### src/rtl/nsa_pkg.sv
// Shared definitions for the nibble-serial adder sequencer: slice width and
// the sequencer state type.
package nsa_pkg;

   localparam int NIBBLE_W = 4;

   typedef enum logic [1:0] {
      IDLE = 2'd0,
      RUN  = 2'd1,
      DONE = 2'd2
   } state_t;

endpackage

### src/rtl/adder_4bit.sv
// Single 4-bit ripple adder slice with carry-in and carry-out. This is the
// only arithmetic hardware the sequencer owns; wide sums are built by
// reusing it once per nibble.
module adder_4bit
   import nsa_pkg::*;
(
   input  logic [NIBBLE_W-1:0] a,
   input  logic [NIBBLE_W-1:0] b,
   input  logic                cin,
   output logic [NIBBLE_W-1:0] sum,
   output logic                cout
);

   logic [NIBBLE_W:0] carry_chain;

   // Explicit bit-by-bit ripple so the slice stays a true ripple adder
   always_comb begin
      carry_chain[0] = cin;
      for (int i = 0; i < NIBBLE_W; i++) begin
         sum[i]             = a[i] ^ b[i] ^ carry_chain[i];
         carry_chain[i + 1] = (a[i] & b[i]) | (carry_chain[i] & (a[i] ^ b[i]));
      end
   end

   assign cout = carry_chain[NIBBLE_W];

endmodule

### src/rtl/nibble_serial_add_ctrl.sv
// Wide unsigned adder built from one 4-bit slice, one nibble per cycle,
// least significant nibble first. Operands are taken on a valid/ready
// request channel; the sum is offered on a valid/ready response channel.
module nibble_serial_add_ctrl
   import nsa_pkg::*;
#(
   parameter int NIBBLES = 4
) (
   input  logic                      clk,
   input  logic                      rst,
   input  logic                      start_valid,
   output logic                      start_ready,
   input  logic [NIBBLE_W*NIBBLES-1:0] op_a,
   input  logic [NIBBLE_W*NIBBLES-1:0] op_b,
   input  logic                      cin,
   output logic                      res_valid,
   input  logic                      res_ready,
   output logic [NIBBLE_W*NIBBLES-1:0] res_sum,
   output logic                      res_cout,
   output logic                      busy
);

   localparam int W     = NIBBLE_W * NIBBLES;
   localparam int CNT_W = (NIBBLES > 1) ? $clog2(NIBBLES) : 1;
   localparam logic [CNT_W-1:0] LAST_NIB = CNT_W'(NIBBLES - 1);

   state_t               state;
   logic [CNT_W-1:0]     cnt;
   logic                 carry;
   logic [W-1:0]         a_reg;
   logic [W-1:0]         b_reg;
   logic [NIBBLE_W-1:0]  a_nib;
   logic [NIBBLE_W-1:0]  b_nib;
   logic [NIBBLE_W-1:0]  slice_sum;
   logic                 slice_cout;

   // Pick the operand nibbles addressed by the nibble counter
   always_comb begin
      a_nib = '0;
      b_nib = '0;
      for (int i = 0; i < NIBBLES; i++) begin
         if (cnt == CNT_W'(i)) begin
            a_nib = a_reg[NIBBLE_W*i +: NIBBLE_W];
            b_nib = b_reg[NIBBLE_W*i +: NIBBLE_W];
         end
      end
   end

   adder_4bit u_slice (
      .a    (a_nib),
      .b    (b_nib),
      .cin  (carry),
      .sum  (slice_sum),
      .cout (slice_cout)
   );

   // Sequencer: capture on accept, ripple one nibble per RUN cycle, then
   // hold the result until the consumer retires it
   always_ff @(posedge clk) begin
      if (rst) begin
         state    <= IDLE;
         cnt      <= '0;
         carry    <= 1'b0;
         a_reg    <= '0;
         b_reg    <= '0;
         res_sum  <= '0;
         res_cout <= 1'b0;
      end else begin
         case (state)
            IDLE: begin
               if (start_valid) begin
                  a_reg   <= op_a;
                  b_reg   <= op_b;
                  carry   <= cin;
                  cnt     <= '0;
                  res_sum <= '0;
                  state   <= RUN;
               end
            end
            RUN: begin
               for (int i = 0; i < NIBBLES; i++) begin
                  if (cnt == CNT_W'(i)) begin
                     res_sum[NIBBLE_W*i +: NIBBLE_W] <= slice_sum;
                  end
               end
               carry <= slice_cout;
               if (cnt == LAST_NIB) begin
                  res_cout <= slice_cout;
                  state    <= DONE;
               end else begin
                  cnt <= cnt + 1'b1;
               end
            end
            DONE: begin
               if (res_ready) begin
                  state <= IDLE;
               end
            end
            default: begin
               state <= IDLE;
            end
         endcase
      end
   end

   assign start_ready = (state == IDLE) && !rst;
   assign busy        = (state != IDLE);
   assign res_valid   = (state == DONE);

endmodule

### config.mk
export PLATFORM = sky130hd
export DESIGN_NAME = nibble_serial_add_ctrl
export DESIGN_NICKNAME = d
export VERILOG_FILES = /design/src/rtl/nsa_pkg.sv /design/src/rtl/adder_4bit.sv /design/src/rtl/nibble_serial_add_ctrl.sv
export SDC_FILE = /design/constraint.sdc
export NUM_CORES = 1
export LEC_CHECK = 0
export CAP_MARGIN = 20
export CELL_PAD_IN_SITES_DETAIL_PLACEMENT = 0
export CELL_PAD_IN_SITES_GLOBAL_PLACEMENT = 1
export CORE_UTILIZATION = 40
export CTS_CLUSTER_SIZE = 8
export DETAILED_ROUTE_END_ITERATION = 6
export MAX_ROUTING_LAYER = met4
export PLACE_DENSITY_LB_ADDON = 0.1
export RECOVER_POWER = 100
export SETUP_SLACK_MARGIN = 0.3
export SYNTH_ARGS = -nofsm -noshare
export SYNTH_HDL_FRONTEND = slang
export SYNTH_SLANG_ARGS = --single-unit
### constraint.sdc
create_clock -name clk -period 6.5 [get_ports clk]
set_clock_uncertainty 0.1 [all_clocks]
set_input_delay 0.65 -clock clk [delete_from_list [all_inputs] [get_ports clk]]
set_output_delay 0.65 -clock clk [all_outputs]
set_load 0.01 [all_outputs]
==> flow_summary_export.csv <==
group,metric,value,unit
layout,diodes,0,
run_status,run_status,"complete, but fails checks",
run_status,failed_checks,"max-capacitance violations, max-slew violations",
floorplanning,die_w,81.65,um
placement,place.gp.congestion,0.7875,
timing,fmax,263.9,MHz
cts,clk_latency,0.30,ns
setup_path,path_class,"in -> out",
yosys,avgSynthCellArea,8.430,um2
yosys,synth_area,0.002537,mm2
route,drt-initial-drc-count,85,
setup_path,required,5.75,ns
route,drc,0,
min_path,whs_path_depth,2,
layout,area_growth_syn_to_layout,23.57,%
layout,final_cells,420,
global_routing,grt_max_degree,61,
global_routing,grt_pass1_wl,9266,um
global_routing,grt_use_total,18.74,%
floorplanning,die_height,81.65,um
power_and_ir_drop,ir_worst_vdd,0.1149,mV
placement,placedCellCount,412,
global_routing,grt_pass1_vias,1884,
cts,postCtsSetupBuffers,0,
cts,hold_buffers,0,
setup_path,cp-start-kind,"primary input",
timing,grt_setup_unrepaired,"no",
layout,layout_common_cells,"nand2_1 (77), dfxtp_1 (54), a21oi_1 (52)",
global_routing,overflow,0,
setup_path,cp-end-kind,"primary output",
timing,whs,0.3597,ns
yosys,synth_warnings,0,
timing,hold_violations,0,
route,wl_per_cell,13.05,um
cts,htreeDepth,2,
yosys,synth_largest_area_cell,"dfxtp_1",
min_path,whs_endpoint,"b_reg[9]",
cts,ctsResizeCount,0,
timing,setup_viol,0,
yosys,yosys.area.top_type_share,42.60,%
placement,place_area,0.003053,mm2
route,wirelength,5482,um
layout,drive_gt1_share,3.768,%
setup_path,ff2ff_path_depth,13,
job,cap_violations,1,
timing,drv_slew,61,
floorplanning,die_area,0.006666,mm2
route,avgViaCountPerCell,5.000,
route,vias,2100,
timing,fin_crit,3.789,ns
setup_path,r2r_slack,2.98,ns
power_and_ir_drop,powerDensity,214.2,mW/mm2
timing,fin_setup_tns,0,ns
route,drtAntennaViolNets,0,
floorplanning,core,0.006026,mm2
placement,portBuffers,56,
timing,relSlewSlack,-61.62,%
yosys,ys_types,30,
timing,tightest_slew,2.424,ns
cts,cts_buffer_depth,2,
timing,fin_crit_sh,58.29,%
yosys,synthCells,301,
layout,nets,389,
setup_path,rr_startpoint,"cnt[0]",
setup_path,path_max_fanout,60,
yosys,synth_seq_cells,54,
floorplanning,initial_core_util,42.11,%
yosys,syn_nets,346,
min_path,hold_class,"reg -> reg",
min_path,worstHoldStart,"b_reg[9]",
cts,cts_root_buffer,"clkbuf_8",
yosys,synth.top_cells.by_area,"dfxtp_1 (43%), nand2_1 (11%), a21oi_1 (10%), mux2i_1 (6.3%), nand2b_1 (4.7%)",
cts,cts.reportedPaths.clkPinSlew,0.09,ns
route,first_pass_iters,4,
setup_path,reg2reg_to,"res_sum[3]",
floorplanning,io_pins,57,
layout,design_area,0.003136,mm2
cts,clock-sinks,54,
setup_path,worst-endpoint-arrival,3.04,ns
floorplanning,core.rowCount,28,
power_and_ir_drop,p_leak,0.001260,uW
yosys,synth-seq-area-share,42.60,%
cts,cts_made_buffers,5,
global_routing,antenna_found_initial,0,
cts,cts_tree,"built",
layout,final_common_cell,"nand2_1",
placement,hpwl,3843,um
routing by layer:
layer	vias to the layer above	part of all wire [%]	global-route usage [%]
li1	1078	-	-
met1	974	49	24.64
met2	41	46	29.42
met3	7	3.3	3.778
met4	0	1.0	4.737
met5	-	0	-
cells in the mapped netlist (all sizes together):
master / count
nand2: 77
a21o: 4
clkbuf: 9
nor3: 1
or3b: 2
or3: 1
inv: 12
nand2b: 19
nor4: 1
or2: 1
a22o: 6
dfxtp: 54
nand3: 2
mux2i: 16
nand3b: 5
a22oi: 2
o31ai: 1
nor2: 3
ha: 4
o21ai: 8
buf: 13
nor2b: 1
a21oi: 52
nand4b: 1
fa: 4
and2b: 1
nor3b: 1
layout make-up:
| class | instances | area (um2) |
|---|---|---|
| fill | 593 | 2890 |
| clock inverter | 1 | 5.005 |
| inverter | 12 | 45.04 |
| tap | 75 | 93.84 |
| multi-input combinational | 213 | 1259 |
| clock buffer | 7 | 86.33 |
| timing repair buffer | 58 | 565.5 |
| sequential | 54 | 1081 |
through the flow:
step / util, % / power (uW) / worst slack (ns)
2_1_floorplan: - / 447.4 / 3.356
3_3_place_gp: 50.66 / 490.1 / 3.170
3_5_place_dp: 50.66 / 492.3 / 3.018
4_1_cts: 52.18 / 681.5 / 2.977
5_1_grt: 52.03 / 713.0 / 2.509
6_report: 52.03 / 671.7 / 2.711
power breakdown:
part	internal, uW	switching (uW)
Clock	86.2	105
Sequential	349	12.3
Combinational	59.1	59.6
critical path, cell delays in order:
cell and delay, ns:
clkbuf_1 1.70, nor2_1 0.12, clkdlybuf4s50_1 0.56
worst max path at each step:
stage	to	from	cells after the start	slack [ns]
final	start_ready	rst	3	2.71
after detailed placement	res_sum[3]	cnt[0]	13	3.02
after CTS	res_sum[3]	cnt[0]	13	2.98
after global placement	res_sum[3]	cnt[0]	13	3.17
after global routing	start_ready	rst	3	2.51
after floorplan	res_sum[11]	cnt[0]	14	3.36
cell families (layout without fill, tap and decap cells):
group | count (synthesis) | in the layout | share of synthesized area, %
multiplexers | 16 | 16 | 6.311
AND/OR/NAND/NOR | 116 | 116 | 21.99
flip-flops | 54 | 54 | 42.60
AO/OA/AOI/OAI | 73 | 73 | 16.32
buffers and inverters | 34 | 78 | 7.643
adder cells (fa/ha/maj) | 8 | 8 | 5.128
(Power assumes the default switching activity.)
